--- src/rtl/uart_rx_bcd.sv ---
// 8N1 UART receiver that unpacks each byte into two BCD digits.
// Optional even-parity (8E1) framing is enabled by defining UART_RX_PARITY_EN.
module uart_rx_bcd #(
  parameter int unsigned CLKS_PER_BIT = 16
) (
  input  logic       clk,
  input  logic       rst,
  input  logic       rx_in,
  output logic [3:0] bcd0,
  output logic [3:0] bcd1,
  output logic [7:0] rx_byte,
  output logic       data_valid,
  output logic       frame_err,
  output logic       digit_err,
  output logic       busy
);

  localparam int unsigned TW = $clog2(CLKS_PER_BIT);
  localparam logic [TW-1:0] HALF_M1 = TW'(CLKS_PER_BIT / 2 - 1);
  localparam logic [TW-1:0] FULL_M1 = TW'(CLKS_PER_BIT - 1);

  typedef enum logic [2:0] {
    IDLE,
    START,
    DATA,
`ifdef UART_RX_PARITY_EN
    PARITY,
`endif
    STOP,
    RECOVER
  } state_t;

  state_t        state, state_nxt;
  logic          rx_m, rx_s;
  logic [TW-1:0] tick, tick_nxt;
  logic [2:0]    bit_cnt, bit_nxt;
  logic [7:0]    shreg, sh_nxt;
  logic          byte_ld, bcd_ld;
  logic          dv_nxt, fe_nxt, de_nxt;
  logic          digits_ok;
`ifdef UART_RX_PARITY_EN
  logic          par_err, par_err_nxt;
`endif

  assign digits_ok = (shreg[7:4] <= 4'd9) && (shreg[3:0] <= 4'd9);
  assign busy      = (state != IDLE);

  always_comb begin
    state_nxt = state;
    tick_nxt  = tick + TW'(1);
    bit_nxt   = bit_cnt;
    sh_nxt    = shreg;
    byte_ld   = 1'b0;
    bcd_ld    = 1'b0;
    dv_nxt    = 1'b0;
    fe_nxt    = 1'b0;
    de_nxt    = 1'b0;
`ifdef UART_RX_PARITY_EN
    par_err_nxt = par_err;
`endif
    unique case (state)
      IDLE: begin
        tick_nxt = '0;
        if (!rx_s) state_nxt = START;
      end
      START: begin
        if (tick == HALF_M1) begin
          tick_nxt  = '0;
          bit_nxt   = '0;
          state_nxt = rx_s ? IDLE : DATA;
        end
      end
      DATA: begin
        if (tick == FULL_M1) begin
          tick_nxt         = '0;
          sh_nxt[bit_cnt]  = rx_s;
          if (bit_cnt == 3'd7) begin
`ifdef UART_RX_PARITY_EN
            state_nxt = PARITY;
`else
            state_nxt = STOP;
`endif
          end else begin
            bit_nxt = bit_cnt + 3'd1;
          end
        end
      end
`ifdef UART_RX_PARITY_EN
      PARITY: begin
        if (tick == FULL_M1) begin
          tick_nxt    = '0;
          par_err_nxt = rx_s ^ (^shreg);
          state_nxt   = STOP;
        end
      end
`endif
      STOP: begin
        if (tick == FULL_M1) begin
          tick_nxt = '0;
`ifdef UART_RX_PARITY_EN
          // A parity failure still honours the stop bit to pick IDLE vs RECOVER.
          if (par_err) begin
            fe_nxt    = 1'b1;
            state_nxt = rx_s ? IDLE : RECOVER;
          end else
`endif
          if (rx_s) begin
            byte_ld   = 1'b1;
            bcd_ld    = digits_ok;
            dv_nxt    = digits_ok;
            de_nxt    = !digits_ok;
            state_nxt = IDLE;
          end else begin
            fe_nxt    = 1'b1;
            state_nxt = RECOVER;
          end
        end
      end
      RECOVER: begin
        tick_nxt = '0;
        if (rx_s) state_nxt = IDLE;
      end
      default: state_nxt = IDLE;
    endcase
  end

  always_ff @(posedge clk or posedge rst) begin
    if (rst) begin
      rx_m       <= 1'b1;
      rx_s       <= 1'b1;
      state      <= IDLE;
      tick       <= '0;
      bit_cnt    <= '0;
      shreg      <= '0;
      rx_byte    <= '0;
      bcd0       <= '0;
      bcd1       <= '0;
      data_valid <= 1'b0;
      frame_err  <= 1'b0;
      digit_err  <= 1'b0;
`ifdef UART_RX_PARITY_EN
      par_err    <= 1'b0;
`endif
    end else begin
      rx_m       <= rx_in;
      rx_s       <= rx_m;
      state      <= state_nxt;
      tick       <= tick_nxt;
      bit_cnt    <= bit_nxt;
      shreg      <= sh_nxt;
      data_valid <= dv_nxt;
      frame_err  <= fe_nxt;
      digit_err  <= de_nxt;
      if (byte_ld) rx_byte <= shreg;
      if (bcd_ld) begin
        bcd1 <= shreg[7:4];
        bcd0 <= shreg[3:0];
      end
`ifdef UART_RX_PARITY_EN
      par_err    <= par_err_nxt;
`endif
    end
  end

endmodule

--- config.mk ---
export PLATFORM = sky130hd
export DESIGN_NAME = uart_rx_bcd
export DESIGN_NICKNAME = d
export VERILOG_FILES = /design/src/rtl/uart_rx_bcd.sv
export SDC_FILE = /design/constraint.sdc
export NUM_CORES = 1
export LEC_CHECK = 0
export ABC_CLOCK_PERIOD_IN_PS = 1590
export CAP_MARGIN = 20
export CORE_MARGIN = 4
export CORE_UTILIZATION = 48
export CTS_CLUSTER_SIZE = 10
export DETAILED_ROUTE_END_ITERATION = 8
export HOLD_SLACK_MARGIN = 0.06
export PLACE_DENSITY = 0.82
export SYNTH_ARGS = -nofsm -noshare
export SYNTH_HDL_FRONTEND = slang
export SYNTH_SLANG_ARGS = --single-unit
--- constraint.sdc ---
create_clock -name clk -period 1.59 [get_ports clk]
set_input_delay 0.2385 -clock clk [delete_from_list [all_inputs] [get_ports clk]]
set_output_delay 0.2385 -clock clk [all_outputs]
set_load 0.005 [all_outputs]
==> summary.txt, run 1 <==
RUN STATUS
-------------------------------------------------------------------------------------------
Result of the run                                                              finished with violations
Violations in the final reports                                                setup timing

TIMING
-------------------------------------------------------------------------------------------
Clock tree skew after final layout                                                 6.831 ps
Tmin final                                                                          1658 ps
Fin Hold WS                                                                        254.3 ps
Crit share post-route                                                                104.3%
Setup slack of the critical path after layout                                     -68.35 ps
Number of pins with negative max-slew slack in the final report                           0
Final setup TNS                                                                   -700.7 ps
Setup repair after global routing missed its margin                                     yes
Final count of hold timing violations                                                     0
Measured slew at the worst slew-check pin                                          331.4 ps
Peak Freq                                                                         603.0 MHz
Final-report setup violation count                                                       19
Worst max-slew margin expressed relative to the limit                                77.90%

DRT
-------------------------------------------------------------------------------------------
Met3 wire length                                                                     143 um
Overall routed net length                                                          3.680 mm
Highest Signal Layer                                                                   met4
Routed wirelength normalized by instance count                                     16.28 um
Detailed-routing wirelength on met1                                                1.494 mm
First-pass iteration count of the detailed router                                         4
Number of remaining DRC errors                                                            0
Total met2 wirelength after detailed routing                                       2.034 mm
Number of design-rule violations left by the first detailed-router iteration             59
Vias per cell                                                                         5.252
Number of nets with antenna violations after routing                                      0
Vias                                                                                   1187

PLACEMENT
-------------------------------------------------------------------------------------------
Setup slack after placement                                                       -97.91 ps
Cell count after placement                                                              209
Placed wire-length estimate                                                        2.452 mm
PortBufs                                                                                 22
Routability congestion estimate from global placement                                0.8212

FINAL LAYOUT
-------------------------------------------------------------------------------------------
Core utilization of the finished layout                                              71.32%
Multi-input gate area                                                             902.1 um2
Area Overhead vs Synth                                                               40.58%
Number of filler instances in the final layout                                          234
Antenna Diode Count                                                                       0
Cell Count, Final, Fillers Out                                                          226
Layout cell share with drive strength beyond 1                                       48.33%
Register cell area after layout                                                   980.9 um2
Post-layout net count                                                                   185

SYNTH
-------------------------------------------------------------------------------------------
Yosys top cell by area                                                         sky130_fd_sc_hd__dfrtp_1
Proportion of synthesized flip-flops having asynchronous set or reset                100.0%
Synth warn                                                                                0
Top cells by area in the synthesized netlist                                   sky130_fd_sc_hd__dfrtp_1, sky130_fd_sc_hd__mux2_2, sky130_fd_sc_hd__dfstp_2, sky130_fd_sc_hd__ha_1, sky130_fd_sc_hd__nor2_1
Number of flops mapped to enable cells by yosys                                           0
Cell variety after synth                                                                 34
Number of flip-flops and latches in the synthesized netlist                              39
Top_reg_cell synth                                                             sky130_fd_sc_hd__dfrtp_1
Post-Syn Nets                                                                           135
Synthesized area per cell                                                         13.43 um2
Proportion of synthesized chip area in sequential cells                              56.46%
Post-Synthesis Cells                                                                    129
Post-synthesis instance area                                                       1733 um2
Area share of the largest cell type after synthesis                                  53.43%

POWER
-------------------------------------------------------------------------------------------
Lkg Pwr                                                                            1.112 nW
Largest vdd supply drop                                                            847.9 uV
Pwr/cell area                                                                   1096 nW/um2

GLOBAL ROUTING
-------------------------------------------------------------------------------------------
First-pass GRT wire length                                                         5.920 mm
Antenna violations before repair                                                          0
Vias in the first global route                                                         1251
GRT Overall Usage                                                                    17.24%
Sum of overflow across all layers after global routing                                    0
Largest net degree at the start of global routing                                        40

CTS
-------------------------------------------------------------------------------------------
Register clock-pin slew on the reported worst setup and hold paths                   110 ps
Clock tree from TritonCTS                                                             built
Clk Tree Root Cell                                                             sky130_fd_sc_hd__clkbuf_4
Clk sinks                                                                                39
H-tree Lvls                                                                               2
Clock buffers created by TritonCTS                                                        5
Worst skew pair latency                                                              340 ps
Buffer levels on the longest clock path                                                   2

WORST SETUP PATH
-------------------------------------------------------------------------------------------
Element type at the critical path start                                           flip-flop
Largest fanout on the critical path                                                       8
Maximum cell stage delay along the critical path                                     430 ps
Worst path slowest cell                                                        sky130_fd_sc_hd__dfrtp_2
Critical setup path kind                                                            reg2reg
Data required time at the worst endpoint                                            1820 ps
Gate family responsible for the most delay along the worst path                simple AND/OR/NAND/NOR gates
Crit end category                                                                 flip-flop
Cell-by-cell trace of the critical path                                        buf_8, or2b_1, o21a_1, nor3_4, mux2_2
Data arrival time at the worst-slack endpoint                                       1890 ps
Worst Path Buf+Inv                                                                        1

MIN PATH
-------------------------------------------------------------------------------------------
Path category of the worst min-delay check                                         in2async

FLOORPLAN
-------------------------------------------------------------------------------------------
Overall die width                                                                  68.09 um
Effective utilization at floorplan                                                   50.73%
Site row count                                                                           21
Area of the die                                                                    4636 um2
Standard cell core area                                                            3416 um2
Number of top-level pins                                                                 23
Chip Height                                                                        68.09 um

RUN
-------------------------------------------------------------------------------------------
Number of maximum-capacitance constraint violations                                       0

[layer usage]
layer | up-vias | GRT usage (%)
met4 | 0 | 3.970
met1 | 595 | 19.66
met2 | 26 | 32.01
met5 | - | 0
li1 | 564 | -
met3 | 2 | 4.433
[state kept, by name, summed over array words and instances, names as in the netlist]
| register | count |
|---|---|
| bcd1 | 4 |
| state | 3 |
| data_valid | 1 |
| bcd0 | 4 |
| shreg | 8 |
| bit_cnt | 3 |
| rx_byte | 8 |
| rx_m | 1 |
| tick | 4 |
| rx_s | 1 |
| digit_err | 1 |
| frame_err | 1 |
[per-stage QoR]
step,total power [W],instance area (um2)
floorplan,0.001626,1772
global placement,0.001832,2155
detailed placement,0.001884,2155
CTS,0.002460,2305
global route,0.002829,2436
finish,0.002671,2436
[synth_stat cells (all sizes together), types with 2 or more instances]
| master | number |
|---|---|
| a21oi | 3 |
| and3 | 4 |
| buf | 3 |
| clkbuf | 2 |
| dfrtp | 37 |
| dfstp | 2 |
| ha | 3 |
| inv | 2 |
| mux2 | 29 |
| nand2 | 4 |
| nand3 | 7 |
| nand4 | 2 |
| nor2 | 11 |
| nor3 | 3 |
| o21a | 2 |
| o21ai | 2 |
| xnor2 | 2 |
[layout by cell type (no fill, tap or decap), types with 3 or more instances in the layout]
cell type,count
sky130_fd_sc_hd__nand3_1,4
sky130_fd_sc_hd__buf_4,20
sky130_fd_sc_hd__clkdlybuf4s50_1,21
sky130_fd_sc_hd__clkbuf_4,5
sky130_fd_sc_hd__nor2_1,9
sky130_fd_sc_hd__mux2_2,15
sky130_fd_sc_hd__nand2_1,3
sky130_fd_sc_hd__dfrtp_1,35
sky130_fd_sc_hd__mux2_4,14
sky130_fd_sc_hd__and3_1,3
[final cells by class]
cell class | count | area share (%)
Clock buffer | 7 | 1.849
Clock inverter | 1 | 0.2054
Inverter | 2 | 0.3082
Multi-Input combinational cell | 84 | 37.03
Sequential cell | 39 | 40.27
Tap cell | 46 | 2.363
Timing Repair Buffer | 47 | 17.98
[report_power, final]
| part | switching, W | internal, W | total, W |
|---|---|---|---|
| logic | 0.000459 | 0.000581 | 0.00104 |
| clock network | 0.000302 | 0.000173 | 0.000475 |
| registers | 0.0000828 | 0.00107 | 0.00116 |
| total | 0.000844 | 0.00183 | 0.00267 |
[worst min-delay path: stages]
cell and delay [ps]:
sky130_fd_sc_hd__clkdlybuf4s50_1 400, sky130_fd_sc_hd__inv_1 100, sky130_fd_sc_hd__buf_12 230
[cell families after synthesis]
group,after synthesis,share of synthesized area [%]
compound gates,10,5.126
xor+xnor,3,1.517
fa+ha+maj,3,2.166
buf+inv,7,2.094
flops,39,56.46
mux,29,18.84
simple gates,38,13.79
[what timing repair did]
action,4_1_cts,5_1_grt
setup endpoints to repair,23,27
resized for setup,17,23
hold buffers,0,0
cloned,1,0
setup buffers,6,2
pin swaps,6,7
[path summary, 6_finish.rpt]
kind	endpoint	cells after the start	startpoint	slack (ps)
setup / recovery	bit_cnt[0]	5	state[1]	-70
hold / removal	shreg[4]	3	rst	250
setup reg to reg	bit_cnt[0]	5	state[1]	-70
hold reg to reg	rx_s	0	rx_m	370
max in group asynchronous	rx_m	3	rst	1070
min in group clk	rx_m	1	rx_in	310
No activity file was read; power rests on OpenSTA's default activity.
==> inputs of run 2 (changes only) <==
--- a/config.mk
+++ b/config.mk
@@ -7,8 +7,9 @@
 export LEC_CHECK = 0
 export ABC_CLOCK_PERIOD_IN_PS = 1590
 export CAP_MARGIN = 20
-export CORE_MARGIN = 4
+export CORE_MARGIN = 2
 export CORE_UTILIZATION = 48
+export CTS_CLUSTER_DIAMETER = 50
 export CTS_CLUSTER_SIZE = 10
 export DETAILED_ROUTE_END_ITERATION = 8
 export HOLD_SLACK_MARGIN = 0.06
==> run 2 against run 1 <==
Against the previous run: the flow still finishes with violations (setup timing); clock power up 5.9%; first-iteration DRC count shrank 59%; combinational power fell by 5%; hold slack got worse by 63 ps; die area is 11% lower; core utilization up 1.3 points; register-to-register slack barely moved; cell area is 1.0% higher; maximum frequency up 0.51%; sequential share of layout area decreased by 0.41 points; count of clock-buffer cells in the layout down 1; flip-flop and latch count did not move; largest cell class unchanged; largest power group unchanged.
==> summary.txt, run 2 (same netlist as run 1, synthesis figures left out) <==
RUN STATUS
-------------------------------------------------------------------------------------------
Result of the run                                                              finished with violations
Violations in the final reports                                                setup timing

FLOORPLAN
-------------------------------------------------------------------------------------------
Standard cell core area                                                            3390 um2   -0.77%
Overall die width                                                                  64.09 um   -5.9%
Number of top-level pins                                                                 23   unchanged
Chip Height                                                                        64.09 um   -5.9%
Effective utilization at floorplan                                                   51.13%   +0.39 points
Site row count                                                                           21   unchanged
Area of the die                                                                    4107 um2   -11%

WORST SETUP PATH
-------------------------------------------------------------------------------------------
Endpoint of the worst register-to-register path                                    state[1]
Largest fanout on the critical path                                                       6   -2
Data arrival time at the worst-slack endpoint                                       1870 ps   -20 ps
Element type at the critical path start                                           flip-flop
Depth of the worst register-to-register path                                              6   +1
Critical setup path kind                                                            reg2reg
Crit end category                                                                 flip-flop
Launch point of the worst reg-to-reg path                                          state[1]
Worst reg-to-reg setup slack                                                         -60 ps   about the same
Data required time at the worst endpoint                                            1810 ps   about the same

CTS
-------------------------------------------------------------------------------------------
Clk Tree Root Cell                                                             sky130_fd_sc_hd__clkbuf_4
Worst skew pair latency                                                              340 ps   about the same
Clk sinks                                                                                39   unchanged
H-tree Lvls                                                                               2   unchanged
Clock buffers created by TritonCTS                                                        5   unchanged
Register clock-pin slew on the reported worst setup and hold paths                   110 ps   about the same
Buffer levels on the longest clock path                                                   2   unchanged
Clock tree from TritonCTS                                                             built
Number of buffers added to fix hold violations after cts                                  0   unchanged

TIMING
-------------------------------------------------------------------------------------------
Setup slack of the critical path after layout                                     -59.95 ps   +8.395 ps
Number of pins with negative max-slew slack in the final report                           0   unchanged
Peak Freq                                                                         606.1 MHz   +0.51%
Measured slew at the worst slew-check pin                                          325.9 ps   -5.584 ps
Final-report setup violation count                                                       15   -4
Setup repair after global routing missed its margin                                     yes
Crit share post-route                                                                103.8%   -0.53 points
Worst max-slew margin expressed relative to the limit                                78.05%   +0.14 points
Tmin final                                                                          1650 ps   -8.395 ps
Final count of hold timing violations                                                     0   unchanged
Clock tree skew after final layout                                                 10.92 ps   +4.093 ps

DRT
-------------------------------------------------------------------------------------------
First-pass iteration count of the detailed router                                         4   unchanged
Routed wirelength normalized by instance count                                     16.08 um   -1.2%
Overall routed net length                                                          3.683 mm   about the same
Vias per cell                                                                         5.310   +1.1%
Number of design-rule violations left by the first detailed-router iteration             24   -59%
Vias                                                                                   1216   +2.4%
Number of nets with antenna violations after routing                                      0   unchanged
Number of remaining DRC errors                                                            0   unchanged

GLOBAL ROUTING
-------------------------------------------------------------------------------------------
Vias in the first global route                                                         1266   +1.2%
Sum of overflow across all layers after global routing                                    0   unchanged
First-pass GRT wire length                                                         5.796 mm   -2.1%
GR Layer Usage met1                                                                  20.79%   +1.1 points
Met3 track demand over resource                                                      5.282%   +0.85 points
Met2 track demand over resource                                                      34.51%   +2.5 points
Antenna violations before repair                                                          0   unchanged
Largest net degree at the start of global routing                                        28   -30%
GRT Overall Usage                                                                    18.73%   +1.5 points
Global-route layer with the greatest usage                                             met2

POWER
-------------------------------------------------------------------------------------------
Largest vdd supply drop                                                             1037 uV   +22%
Relative contribution of combinational cells to total power                           37.1%   -1.8 points
Lkg Pwr                                                                            1.134 nW   +2.0%
Sequential share of power                                                             44.1%   +0.8 points
Total power of the final layout                                                  0.002665 W   -0.21%
Clock group share of total power                                                      18.9%   +1.1 points
Net load switching power                                                        0.0008442 W   about the same
Internal power contribution                                                      0.001821 W   -0.32%
Sw Share                                                                             31.67%   +0.077 points
Pwr/cell area                                                                   1083 nW/um2   -1.2%

MIN PATH
-------------------------------------------------------------------------------------------
Path category of the worst min-delay check                                         in2async

PLACEMENT
-------------------------------------------------------------------------------------------
PortBufs                                                                                 22   unchanged
Routability congestion estimate from global placement                                0.8430   +2.7%
Placed wire-length estimate                                                        2.417 mm   -1.4%
Setup slack after placement                                                       -79.91 ps   +17.99 ps

FINAL LAYOUT
-------------------------------------------------------------------------------------------
Top library cells by usage in the layout, fill and taps aside                  sky130_fd_sc_hd__dfrtp_1, sky130_fd_sc_hd__buf_4, sky130_fd_sc_hd__clkdlybuf4s50_1
Largest registers                                                              rx_byte x8, shreg x8
Area Overhead vs Synth                                                               42.02%
Leading cell type in the layout, fill and taps excluded                        sky130_fd_sc_hd__dfrtp_1
Post-layout net count                                                                   189   +2.2%
Antenna Diode Count                                                                       0   unchanged
Core utilization of the finished layout                                              72.61%   +1.3 points
Layout cell share with drive strength beyond 1                                       50.27%   +1.9 points

RUN
-------------------------------------------------------------------------------------------
Number of maximum-capacitance constraint violations                                       0   unchanged

-- run 2: cell types whose count changed in the layout (fill, tap and decap cells not counted), sizes merged --
cell / previous run / this run
buf: 26 / 29
-- run 2: cell type report --
cell class | instances | area (um2)
Tap cell | 46 | 57.56
Timing Repair Buffer | 51 | 459.2
Multi-Input combinational cell | 84 | 899.6
Clock inverter | 1 | 5.005
Fill cell | 215 | 928.4
Inverter | 2 | 7.507
Clock buffer | 6 | 51.30
Sequential cell | 39 | 980.9
-- run 2: worst max-delay path, cell delays in order (launching register included) --
cell	delay (ps)
sky130_fd_sc_hd__dfrtp_2	430
sky130_fd_sc_hd__buf_6	140
sky130_fd_sc_hd__buf_4	140
sky130_fd_sc_hd__nor2_2	140
sky130_fd_sc_hd__a2111oi_4	70
sky130_fd_sc_hd__a221oi_2	250
sky130_fd_sc_hd__mux2_1	370
-- run 2: worst max-delay path by stage --
stage / start / to / slack [ps] / cells after the start
3_5_place_dp: state[1] / state[1] / -80 / 4
2_1_floorplan: bit_cnt[1] / state[0] / -20 / 5
4_1_cts: bit_cnt[0] / bit_cnt[0] / -70 / 5
6_report: state[1] / state[1] / -60 / 6
3_3_place_gp: state[1] / state[0] / -8 / 4
5_1_grt: state[1] / bit_cnt[0] / -120 / 5
-- run 2: metal layers --
layer  share of wire [%]  vias up  wire length [um]
met5                   0        -                 0
met4                 1.4        0                52
met3                 3.0        6               109
met2                  54       24              1997
met1                  41      613              1523
li1                    -      573                 -
-- run 2: power by group through the flow --
stage | clock network [W] | registers, W | logic (W)
CTS | 0.000517 | 0.00115 | 0.000768
global route | 0.000565 | 0.00118 | 0.00107
detailed placement | 0 | 0.00119 | 0.000630
global placement | 0 | 0.00118 | 0.000595
floorplan | 0 | 0.00117 | 0.000453
finish | 0.000503 | 0.00117 | 0.000988
-- run 2: what timing repair did --
| action | 4_1_cts | 5_1_grt |
|---|---|---|
| buffers inserted | 4 | 7 |
| resized for setup | 12 | 31 |
| pin swaps | 4 | 7 |
| endpoints found under the setup margin | 22 | 29 |
| cloned | 1 | 0 |
-- run 2: per-stage QoR --
stage	setup TNS, ps	hold slack [ps]	std cells	cell area, um2
after global routing	-1790	227.6	229	2461
after global placement	-15.16	346.2	211	2157
after detailed placement	-858.2	349.7	211	2157
after floorplan	-151.8	243.0	129	1772
final	-538.6	191.2	229	2461
after CTS	-577.8	184.6	223	2288
